`src/rtl/encoder_level_if.sv`:
```
// Encoder-side bundle: raw quadrature inputs in, level and change pulse out.
// The encoder block uses the slave modport; the rotary encoder source uses master.
interface encoder_level_if #(
  parameter int WIDTH = 8
);
  logic             enc_a;
  logic             enc_b;
  logic [WIDTH-1:0] level;
  logic             changed;

  modport master (
    output enc_a,
    output enc_b,
    input  level,
    input  changed
  );

  modport slave (
    input  enc_a,
    input  enc_b,
    output level,
    output changed
  );
endinterface

```
`src/rtl/encoder_level.sv`:
```
// Quadrature rotary encoder to level register: sync, per-channel debounce,
// x1 decode on filtered A rising edge, and saturating or wrapping accumulation.
module encoder_level #(
  parameter int WIDTH           = 8,
  parameter int DEBOUNCE_CYCLES = 4,
  parameter int STEP            = 1,
  parameter int WRAP            = 0,
  parameter int RESET_LEVEL     = 0
) (
  input logic           clk,
  input logic           reset,
  encoder_level_if.slave bus
);

  localparam int              CW        = $clog2(DEBOUNCE_CYCLES) + 1;
  localparam logic [CW-1:0]   CNT_LAST  = CW'(DEBOUNCE_CYCLES - 1);
  localparam logic [WIDTH:0]  STEP_EXT  = (WIDTH + 1)'(STEP);
  localparam logic [WIDTH:0]  LEVEL_MAX = {1'b0, {WIDTH{1'b1}}};

  // Channel 0 is A, channel 1 is B.
  logic          raw       [2];
  logic          sync1_reg [2];
  logic          sync2_reg [2];
  logic          filt_reg  [2];
  logic [CW-1:0] cnt_reg   [2];

  assign raw[0] = bus.enc_a;
  assign raw[1] = bus.enc_b;

  generate
    for (genvar gi = 0; gi < 2; gi++) begin : g_chan
      always_ff @(posedge clk) begin
        if (reset) begin
          sync1_reg[gi] <= 1'b0;
          sync2_reg[gi] <= 1'b0;
          filt_reg[gi]  <= 1'b0;
          cnt_reg[gi]   <= '0;
        end else begin
          sync1_reg[gi] <= raw[gi];
          sync2_reg[gi] <= sync1_reg[gi];
          // Counter only runs while the input disagrees, and is cleared on
          // acceptance, so it never exceeds DEBOUNCE_CYCLES-1.
          if (sync2_reg[gi] == filt_reg[gi]) begin
            cnt_reg[gi] <= '0;
          end else if (cnt_reg[gi] == CNT_LAST) begin
            filt_reg[gi] <= sync2_reg[gi];
            cnt_reg[gi]  <= '0;
          end else begin
            cnt_reg[gi] <= cnt_reg[gi] + CW'(1);
          end
        end
      end
    end
  endgenerate

  logic             prev_a_reg;
  logic [WIDTH-1:0] level_reg;
  logic             changed_reg;

  logic             step;
  logic             down;
  logic [WIDTH:0]   sum;
  logic [WIDTH:0]   diff;
  logic [WIDTH-1:0] inc_val;
  logic [WIDTH-1:0] dec_val;
  logic [WIDTH-1:0] level_next;
  logic             changed_next;

  assign step = filt_reg[0] & ~prev_a_reg;
  assign down = filt_reg[1];

  always_comb begin
    sum          = {1'b0, level_reg} + STEP_EXT;
    diff         = {1'b0, level_reg} - STEP_EXT;
    inc_val      = sum[WIDTH-1:0];
    dec_val      = diff[WIDTH-1:0];
    // A borrow out of the subtraction shows up as the extra top bit.
    if (WRAP == 0) begin
      if (sum > LEVEL_MAX) inc_val = {WIDTH{1'b1}};
      if (diff[WIDTH])     dec_val = '0;
    end
    level_next   = level_reg;
    if (step) level_next = down ? dec_val : inc_val;
    changed_next = (level_next != level_reg);
  end

  always_ff @(posedge clk) begin
    if (reset) begin
      prev_a_reg  <= 1'b0;
      level_reg   <= WIDTH'(RESET_LEVEL);
      changed_reg <= 1'b0;
    end else begin
      prev_a_reg  <= filt_reg[0];
      level_reg   <= level_next;
      changed_reg <= changed_next;
    end
  end

  assign bus.level   = level_reg;
  assign bus.changed = changed_reg;

endmodule

```
`src/flat_wrapper.sv`:
```
// flat-port wrapper written by rule: the top's interface ports become plain ports
module encoder_level_flat 
#(
  parameter int WIDTH           = 8,
  parameter int DEBOUNCE_CYCLES = 4,
  parameter int STEP            = 1,
  parameter int WRAP            = 0,
  parameter int RESET_LEVEL     = 0
)
  (clk, reset, bus_enc_a, bus_enc_b, bus_level, bus_changed);
  encoder_level_if #(.WIDTH(WIDTH)) bus_i ();
  input logic clk;
  input logic reset;
  input wire logic [$bits(bus_i.enc_a)-1:0] bus_enc_a;
  input wire logic [$bits(bus_i.enc_b)-1:0] bus_enc_b;
  output wire logic [$bits(bus_i.level)-1:0] bus_level;
  output wire logic [$bits(bus_i.changed)-1:0] bus_changed;
  assign bus_i.enc_a = bus_enc_a;
  assign bus_i.enc_b = bus_enc_b;
  assign bus_level = bus_i.level;
  assign bus_changed = bus_i.changed;
  encoder_level #(.WIDTH(WIDTH), .DEBOUNCE_CYCLES(DEBOUNCE_CYCLES), .STEP(STEP), .WRAP(WRAP), .RESET_LEVEL(RESET_LEVEL)) u_core (.clk(clk), .reset(reset), .bus(bus_i));
endmodule
```
`config.mk`:
```
export PLATFORM = sky130hd
export DESIGN_NAME = encoder_level_flat
export DESIGN_NICKNAME = d
export VERILOG_FILES = /design/src/rtl/encoder_level_if.sv /design/src/rtl/encoder_level.sv /design/src/flat_wrapper.sv
export SDC_FILE = /design/constraint.sdc
export NUM_CORES = 1
export LEC_CHECK = 0
export ABC_CLOCK_PERIOD_IN_PS = 5700
export BUFFER_PORTS_ARGS = -buffer_cell sky130_fd_sc_hd__buf_2
export CAP_MARGIN = 30
export CORE_MARGIN = 1.5
export CORE_UTILIZATION = 50
export DETAILED_ROUTE_END_ITERATION = 12
export PLACE_DENSITY = 0.69
export SYNTH_ARGS = -nofsm -noshare
export SYNTH_HDL_FRONTEND = slang
export SYNTH_SLANG_ARGS = --single-unit
```
`constraint.sdc`:
```
create_clock -name clk -period 5.7 [get_ports clk]
set_clock_uncertainty 0.1 [all_clocks]
set_input_delay 0.285 -clock clk [delete_from_list [all_inputs] [get_ports clk]]
set_output_delay 0.285 -clock clk [all_outputs]
set_load 0.05 [all_outputs]
```
* Word level (Yosys, flattened, before mapping)
Memory sizes are Yosys's and may differ from the RTL's.
Index checks and enable logic that the tools add are counted.
** Operators by class
- Add/sub/neg operators :: 4
- Magnitude comparators :: 1
- Equal/unequal tests :: 5
- Multiplexer cells :: 41
- Bitwise operators :: 14
** Operators with widths (number)
- two-way mux 8 bit :: 4
- two-way mux 1 bit :: 31
- two-way mux 3 bit :: 6
- OR 1 bit :: 12
- adder 8 x 1 -> 9 bit (second input constant) :: 1
- > comparator 9 x 8 -> 1 bit (second input constant) :: 1
- subtractor 8 x 1 -> 9 bit (second input constant) :: 1
- != test 8 bit :: 1
- adder 3 x 1 -> 3 bit (second input constant) :: 2
- equality test 3 x 2 -> 1 bit (second input constant) :: 2
- equality test 1 bit :: 2
- AND 1 bit :: 1
- inverter 1 bit :: 1
** Word-level totals
- Register bits after elaboration :: 10
- Bits in writable memories :: 12
- Output and inout port bits :: 9
- Word-level logic and storage cells :: 72
- Memories :: 4
** Memory list
- u_core.cnt_reg :: depth 2, bits a word 3, read ports 2, clocked after memory_dff 0, write ports 2, RTL line encoder_level.sv:25 : logic [CW-1:0] cnt_reg [2];
- u_core.filt_reg :: depth 2, bits a word 1, read ports 2, clocked after memory_dff 0, write ports 2, RTL line encoder_level.sv:24 : logic filt_reg [2];
- u_core.sync1_reg :: depth 2, bits a word 1, read ports 2, clocked after memory_dff 0, write ports 2, RTL line encoder_level.sv:22 : logic sync1_reg [2];
- u_core.sync2_reg :: depth 2, bits a word 1, read ports 2, clocked after memory_dff 0, write ports 2, RTL line encoder_level.sv:23 : logic sync2_reg [2];

* Longest topological paths before layout
Gate-level depths: netlist (run 1).
- Depth in word-level cells :: 7
- Gate-level depth with buffers :: 8
- Depth with buffers taken out :: 7

* Worst setup path after synthesis (run 1)
Ideal clock, no wire load.
- Kind :: flip-flop to flip-flop
- From :: reg u_core.level_reg[0] (netlist: u_core.bus.level[0])
- To :: reg u_core.changed_reg (netlist: u_core.bus.changed)
- Library setup time :: 0.091 ns
- Arrival time :: 2.148 ns
- Data required time :: 5.509 ns
- Setup slack :: 3.361 ns
- Stages on the path, launching flop included :: 9
- Buffers on the path :: 1
- Period minus slack after synthesis :: 2.339 ns
- Path through :: dfxtp_1 > clkbuf_1 > inv_1 > ha_1 > nor4b_4 > a21oi_1 > nand2_1 > o22a_2 > a311oi_1
** Between the ends
- Word-level cells in the longest chain between the ends :: 6
** Ends and longest elaborated chain
- start, declared :: RTL line encoder_level.sv:57 : logic [WIDTH-1:0] level_reg;
- start signal, assigned :: RTL line encoder_level.sv:90 : level_reg <= WIDTH'(RESET_LEVEL);
- start signal, assigned :: RTL line encoder_level.sv:94 : level_reg <= level_next;
- adder 8 x 1 -> 9 bit :: RTL line encoder_level.sv:73 : sum = {1'b0, level_reg} + STEP_EXT;
- > comparator 9 x 8 -> 1 bit :: RTL line encoder_level.sv:79 : if (sum > LEVEL_MAX) inc_val = {WIDTH{1'b1}};
- two-way mux 8 bit :: RTL line encoder_level.sv:79
- two-way mux 8 bit (2 in a row) :: RTL line encoder_level.sv:83 : if (step) level_next = down ? dec_val : inc_val;
- != test 8 bit (*) :: RTL line encoder_level.sv:84 : changed_next = (level_next != level_reg);
- end signal, assigned :: RTL line encoder_level.sv:95 : changed_reg <= changed_next;
- end, declared :: RTL line encoder_level.sv:58 : logic changed_reg;
Mark *: on every way between the ends. The rest lies on a longest branch, timed or not.
A chain may end at the register's enable or synchronous reset.

* Worst setup path after layout (run 1)
- From :: reg u_core.level_reg[1] (netlist: u_core.bus.level[1])
- To :: reg u_core.changed_reg (netlist: u_core.bus.changed)
The elaborated chain is that of the path after synthesis.

==> qor.yml, run 1 <==
syn_area_mm2: 0.00136
synth_seq_area_share_pct: 38.3
ys.flop_type: "dfxtp_1"
postCtsResizedCells: 0
start_util_pct: 53.9
ios: 13
synth_area_leader_cell: "dfxtp_1"
area_delta_synth_final_pct: 7.37
cp_cell_sequence: "inv_1 > ha_1 > nor4b_4 > nand3_1 > a311o_1 > o21ai_0 > a311oi_1"
worstReg2RegEnd: "u_core.bus.changed"
grt_usage_pct: 22.7
critPathKind: "reg -> reg"
ys_seq_elements: 22
wl_per_cell_um: 14.9
grt_max_degree: 21
synthTopCellsByArea: "dfxtp_1 (21%), edfxtp_1 (18%), ha_1 (5.5%)"
worstReg2RegStart: "u_core.bus.level[1]"
ir_drop_uv: 213
slew_viol_final: 0
cts_tree: "yes"
crit_cells: 7
clkTransAtPathRegs_ns: 0.13
crit_buf_inv: 1
fin_total_pwr_uw: 362
gp_congestion: 0.932
syn_avg_cell_area_um2: 8.60
setup.worst_path.end_class: "register"
max_freq_mhz: 467
core-area_mm2: 0.00252
crit_slowest_cell: "dfxtp_1"
drtAntennaViolNets: 0
htree_num_levels: 1
synth_most_common_cell: "nand2_1"
crit_path_end: "u_core.bus.changed"
clock_latency_ns: 0.31
nFillCells: 249
rows: 18
slew_headroom_pct: 41.6
tns_ns: 0
vias: 1218
gr-total-overflow: 0
synthCells: 158
drc: 0
synth_edf_count: 8
hold_violations: 0
numCtsBuffers: 3
dp_hpwl_um: 1980
cts_root_buf: "clkbuf_4"
grt_pass1_vias: 1066
drt_iter0_markers: 38
hold_path.class: "in -> reg"
synth.distinct_cells: 46
required_ns: 5.80
largest_register_ffs: 8
viasPerCell: 6.21
cts_setup_buffers: 0
start_kind: "register"
yosys-top-cells-count: "nand2_1 (17), dfxtp_1 (14), nor2_1 (13), a31oi_1 (9), edfxtp_1 (8)"
p_leak_nw: 0.616
power_density_mw_per_mm2: 248
firstDrtPassIters: 4
clockBufferDepth: 2
period_share_pct: 37.6
cp_slowest_stage_delay_ns: 0.43
yosysWarningCount: 0
worst_slew_pin_slew_ns: 0.875
die_area_mm2: 0.00304
antenna_found_initial: 0
numPortBuffers: 12
ff2ff_path_depth: 7
grt_setup_unrepaired: "no"
die_y_um: 55.1
r2r_slack_ns: 3.56
cts_sinks: 22
grt_pass1_wl_um: 4930
finish.utilization_pct: 57.8
drive_gt1_share_pct: 13.9
diodes: 0
fin_nets: 177
setup_violations: 0
cts_hold_buf: 0
critical-path-top-delay-family: "compound AO/OA/AOI/OAI gates"
die_w_um: 55.1
synthArstFlopShare_pct: 0
worstPathMaxFanout: 10
post-route-min-period_ns: 2.14
outcome: "complete, no violations"
synth.top_cell.area_share_pct: 20.6
drt-total-wl_um: 2920
cp.arrival_ns: 2.24
cap_violations: 0
critPathLaunch: "u_core.bus.level[1]"
==> stage by stage <==
stage,worst slack [ns],hold WS [ns],area [um^2],cells
floorplan,3.36,0.313,1380,163
detailed placement,3.65,0.336,1410,192
global placement,3.68,0.327,1410,192
global route,3.42,0.0740,1460,196
CTS,3.62,0.0730,1460,196
finish,3.56,0.0824,1460,196
==> area by class of cell <==
type,count,area (um^2),area share [%]
clock inverter,1,30.0,2.06
inverter,5,18.8,1.29
sequential,22,520,35.7
tap,30,37.5,2.57
multi-input combinational,123,769,52.7
clock buffer,3,22.5,1.54
timing repair buffer,12,60.1,4.12
==> cells in the final DEF (no fill, tap or decap), drive strengths merged, types with 5 or more instances in the layout <==
| cell type | n |
|---|---|
| nand2 | 17 |
| dfxtp | 14 |
| nor2 | 13 |
| buf | 12 |
| a31oi | 9 |
| edfxtp | 8 |
| a21oi | 8 |
| nor3 | 7 |
| o21ai | 7 |
| nor2b | 6 |
| ha | 6 |
| conb | 6 |
| inv | 5 |
| nand3 | 5 |
| and3 | 5 |
==> cells by family after synthesis <==
family	after synthesis	synth area share, %
other	1	0.276
XOR/XNOR	3	1.93
AO/OA/AOI/OAI	43	21.8
flip-flops	22	38.3
AND/OR/NAND/NOR	65	25.7
adder cells (fa/ha/maj)	6	5.52
buffers and inverters	18	6.45
==> how the worst min path moves through the flow <==
stage                        startpoint                   to  slack [ns]  cells after the start
floorplan                     bus_enc_a  u_core.sync1_reg[0]        0.31                      1
global placement    u_core.sync1_reg[0]  u_core.sync2_reg[0]        0.33                      1
detailed placement  u_core.sync1_reg[0]  u_core.sync2_reg[0]        0.34                      1
CTS                           bus_enc_b  u_core.sync1_reg[1]        0.07                      2
global route                  bus_enc_b  u_core.sync1_reg[1]        0.07                      2
finish                        bus_enc_b  u_core.sync1_reg[1]        0.08                      2
==> layer usage <==
metal	GRT usage, %	share of wire, %	up-vias
met5	0	0	-
met4	10.2	2.1	0
met3	4.30	5.6	6
met2	32.5	45	52
met1	32.9	48	568
li1	-	-	592
==> power breakdown <==
part / internal [mW] / switching, mW / total, mW
Clock: 0.0711 / 0.0511 / 0.122
Combinational: 0.0229 / 0.0378 / 0.0607
Sequential: 0.170 / 0.00954 / 0.180
Total: 0.264 / 0.0985 / 0.362
Power figures use the tool's default switching activity.
==> run 2, diff against run 1 <==
ABC_CLOCK_PERIOD_IN_PS = 2100   (was 5700)
clock period = 2.1 ns   (was 5.7 ns; I/O delays follow)
==> run 2 against run 1 <==
Effect of this change: maximum frequency increased by 10%; cell count rose by 3.6%; combinational power rose to 3.0 times the previous value; highest routed layer unchanged; final area rose by 4.5%; routed wire length shrank 1.2%; sequential power grew to 2.7 times the previous value; critical path type unchanged; critical path depth down 1; first-iteration DRC count up 16%; clock power grew to 2.8 times the previous value; die area unchanged; count of clock-buffer cells in the layout did not move.
==> qor.yml, run 2 (synthesis results as in run 1) <==
outcome: "complete, no violations"
worstPathMaxFanout: 10
tns_ns: 0
power_density_mw_per_mm2: 656
core-area_mm2: 0.00252
placedCellCount: 196
required_ns: 2.24
hold_path_startpoint: "reset"
largest_register_ffs: 8
cts_tree: "yes"
viasPerCell: 5.88
finalNonFillerCells: 203
hold_path.class: "in -> reg"
whs_path_depth: 2
cts_sinks: 22
ios: 13
worstHoldEndpoint: "u_core.bus.level[1]"
p_leak_nw: 0.650
gr-total-overflow: 0
numCtsBuffers: 3
drc: 0
drtAntennaViolNets: 0
ir_drop_uv: 511
htree_num_levels: 1
slew_headroom_pct: 63.4
r2r_slack_ns: 0.16
cp_slowest_stage_delay_ns: 0.39
place_area_mm2: 0.00144
worst_slew_pin_slew_ns: 0.544
die_area_mm2: 0.00304
hold_violations: 0
preCtsSetupSlack_ns: 0.157
ff2ff_path_depth: 6
grt_pass1_vias: 948
setup_violations: 0
die_w_um: 55.1
worstReg2RegStart: "u_core.bus.level[0]"
antenna_found_initial: 0
area_delta_synth_final_pct: 12.2
post-route-min-period_ns: 1.94
clock_latency_ns: 0.32
vias: 1193
final_area_mm2: 0.00153
clockBufferDepth: 2
cp_cell_sequence: "ha_1 > and3_2 > a31oi_1 > a311o_1 > o21ai_0 > a311oi_1"
drt_iter0_markers: 44
rows: 18
layout_commonest_cell: "nand2_1"
drt-total-wl_um: 2880
cp.arrival_ns: 2.08
setup_ws_ns: 0.160
max_freq_mhz: 515
finish.utilization_pct: 60.5
most-common-layout-cells: "nand2_1 (17), nor2_1 (13), buf_2 (12), dfxtp_1 (12), a31oi_1 (9)"
worstReg2RegEnd: "u_core.bus.changed"
crit_slowest_cell: "dfxtp_2"
fin_nets: 184
gp_congestion: 0.949
clkTransAtPathRegs_ns: 0.13
slew_viol_final: 0
dp_hpwl_um: 1990
critPathKind: "reg -> reg"
drive_gt1_share_pct: 18.5
setup.worst_path.end_class: "register"
diodes: 0
firstDrtPassIters: 4
grt_max_degree: 21
hold_slack_ns: 0.0749
grt_usage_pct: 21.3
wl_per_cell_um: 14.2
cts_root_buf: "clkbuf_4"
numPortBuffers: 12
cap_violations: 0
grt_setup_unrepaired: "no"
start_util_pct: 53.9
fin_total_pwr_mw: 1.00
die_y_um: 55.1
grt_pass1_wl_um: 4560
period_share_pct: 92.4
nFillCells: 244
start_kind: "register"
run 2: critical path, delay by kind of cell (launching register included):
family	cells	cell delay [ns]
AOI/OAI and AO/OA	4	0.84
adders and majority gates	1	0.26
DFF	1	0.39
and+or+nand+nor	1	0.27
run 2: timing repair:
action                     4_1_cts  5_1_grt
hold buffers                     2        0
hold endpoints to repair         2        0
gates resized for setup          0        1
setup endpoints to repair        0        1
buffers inserted                 0        1
run 2: power by group:
part	switching [mW]	leakage (nW)	internal [mW]
clock network	0.143	0.0279	0.193
logic	0.110	0.424	0.0724
registers	0.0207	0.198	0.462
run 2: layout make-up:
type	instances	area (um^2)	area share, %
multi-input combinational	123	776	50.9
sequential	22	523	34.3
tap	30	37.5	2.46
timing repair buffer	19	118	7.71
inverter	5	18.8	1.23
clock buffer	3	22.5	1.48
clock inverter	1	30.0	1.97
run 2: routing by layer:
layer / track usage (%) / vias up / share of wire (%)
met3: 2.42 / 5 / 4.9
li1: - / 602 / -
met5: 0 / - / 0
met1: 32.2 / 550 / 49
met4: 8.54 / 0 / 1.6
met2: 30.8 / 36 / 45
run 2: how the worst max path moves through the flow:
stage / cells past startpoint / to / startpoint
after detailed placement: 7 / u_core.bus.changed / u_core.bus.level[1]
after floorplan: 8 / u_core.bus.changed / u_core.bus.level[0]
after CTS: 7 / u_core.bus.changed / u_core.bus.level[1]
final: 6 / u_core.bus.changed / u_core.bus.level[0]
after global placement: 6 / u_core.bus.changed / u_core.bus.level[0]
after global routing: 6 / u_core.bus.changed / u_core.bus.level[1]
==> run 3, diff against run 2 <==
RECOVER_POWER = 25   (was not set)
==> run 3 against run 2 <==
Effect of this change: combinational power hardly changed; sequential share of layout area is 0.085 points higher; final area shrank 0.25%; routed wire length is 0.49% lower; utilization is 0.15 points lower; cell count did not move; clock power about the same; first-iteration DRC count is 16% higher; worst setup slack got worse by 0.0012 ns; register-to-register slack about the same; non-clock buffer count stayed put.
==> qor.yml, run 3 (synthesis results as in run 1) <==
cts_root_buf: "clkbuf_4"
grt_max_degree: 21
slew_headroom_pct: 60.6
period_share_pct: 92.5
globalRouteMet3Util_pct: 2.42
drt_iter0_markers: 51
fin_total_pwr_uw: 999
numPortBuffers: 12
tns_ns: 0
ir_drop_uv: 511
largest_register_ffs: 8
cp.arrival_ns: 2.08
cts_sinks: 22
hold_violations: 0
clock_latency_ns: 0.32
placedCellCount: 196
fin_nets: 184
die_area_mm2: 0.00304
most-common-layout-cells: "nand2_1 (17), nor2_1 (13), dfxtp_1 (12)"
firstDrtPassIters: 4
ios: 13
clkTransAtPathRegs_ns: 0.13
required_ns: 2.24
core-area_mm2: 0.00252
die_y_um: 55.1
use_met2_pct: 30.8
vias: 1201
critical-path-top-delay-family: "compound AO/OA/AOI/OAI gates"
worst_slew_pin_slew_ns: 0.593
drc: 0
max_freq_mhz: 515
finish.utilization_pct: 60.3
start_util_pct: 53.9
cts_tree: "yes"
cap_violations: 0
cp_slowest_stage_delay_ns: 0.39
preCtsSetupSlack_ns: 0.157
p_leak_nw: 0.638
setup_violations: 0
drive_gt1_share_pct: 16.8
drtAntennaViolNets: 0
gr-total-overflow: 0
crit_slowest_cell: "dfxtp_2"
htree_num_levels: 1
grt_pass1_vias: 948
grt.met1_usage_pct: 32.2
cp_cell_sequence: "ha_1 > and3_2 > a31oi_1 > a311o_1 > o21ai_0 > a311oi_1"
dp_hpwl_um: 1990
power_density_mw_per_mm2: 656
critPathKind: "reg -> reg"
finalNonFillerCells: 203
antenna_found_initial: 0
setup.worst_path.end_class: "register"
grt_usage_pct: 21.3
wl_per_cell_um: 14.1
viasPerCell: 5.92
slew_viol_final: 0
setup_ws_ns: 0.159
clockBufferDepth: 2
hold_path.class: "in -> reg"
die_w_um: 55.1
rows: 18
layout_commonest_cell: "nand2_1"
outcome: "complete, no violations"
gp_congestion: 0.949
numCtsBuffers: 3
worstPathMaxFanout: 10
grt_pass1_wl_um: 4560
post-route-min-period_ns: 1.94
start_kind: "register"
crit_buf_inv: 0
grt_setup_unrepaired: "no"
top_usage_layer: "met1"
diodes: 0
area_delta_synth_final_pct: 12.0
drt-total-wl_um: 2870
[run 3: layout make-up]
type	instances	area [um^2]
Clock inverter	1	30.0
Multi-Input combinational cell	123	776
Inverter	5	18.8
Tap cell	30	37.5
Fill cell	244	1000
Timing Repair Buffer	19	114
Sequential cell	22	523
Clock buffer	3	22.5
[run 3: layer usage]
layer,routed length (um),share of wire [%]
met5,0,0
met4,30,1.0
met3,185,6.5
met2,1280,45
met1,1380,48
[run 3: where the power goes]
part / total [mW] / internal (mW) / leakage [nW] / switching (mW)
clock: 0.335 / 0.193 / 0.0279 / 0.142
combinational: 0.181 / 0.0714 / 0.412 / 0.109
sequential: 0.483 / 0.462 / 0.198 / 0.0208
[run 3: worst paths after layout]
check                                    startpoint                  end  slack, ns  cells after the start
worst max-delay path            u_core.bus.level[0]   u_core.bus.changed       0.16                      6
worst min-delay path                          reset  u_core.bus.level[1]       0.08                      2
worst max register to register  u_core.bus.level[0]   u_core.bus.changed       0.16                      6
worst min register to register  u_core.sync1_reg[0]  u_core.sync2_reg[0]       0.35                      1
[run 3: metrics by stage]
| step | hold slack [ns] | instance area (um^2) |
|---|---|---|
| floorplan | 0.133 | 1380 |
| global placement | 0.219 | 1440 |
| detailed placement | 0.223 | 1440 |
| CTS | 0.0653 | 1520 |
| global route | 0.0793 | 1520 |
| finish | 0.0756 | 1520 |
[run 3: what timing repair did]
| item | in CTS | in global routing |
|---|---|---|
| buffers inserted | 0 | 1 |
| resized for setup | 0 | 1 |
| hold buffers | 2 | 0 |
| endpoints found under the hold margin | 2 | 0 |
| setup endpoints to repair | 0 | 1 |
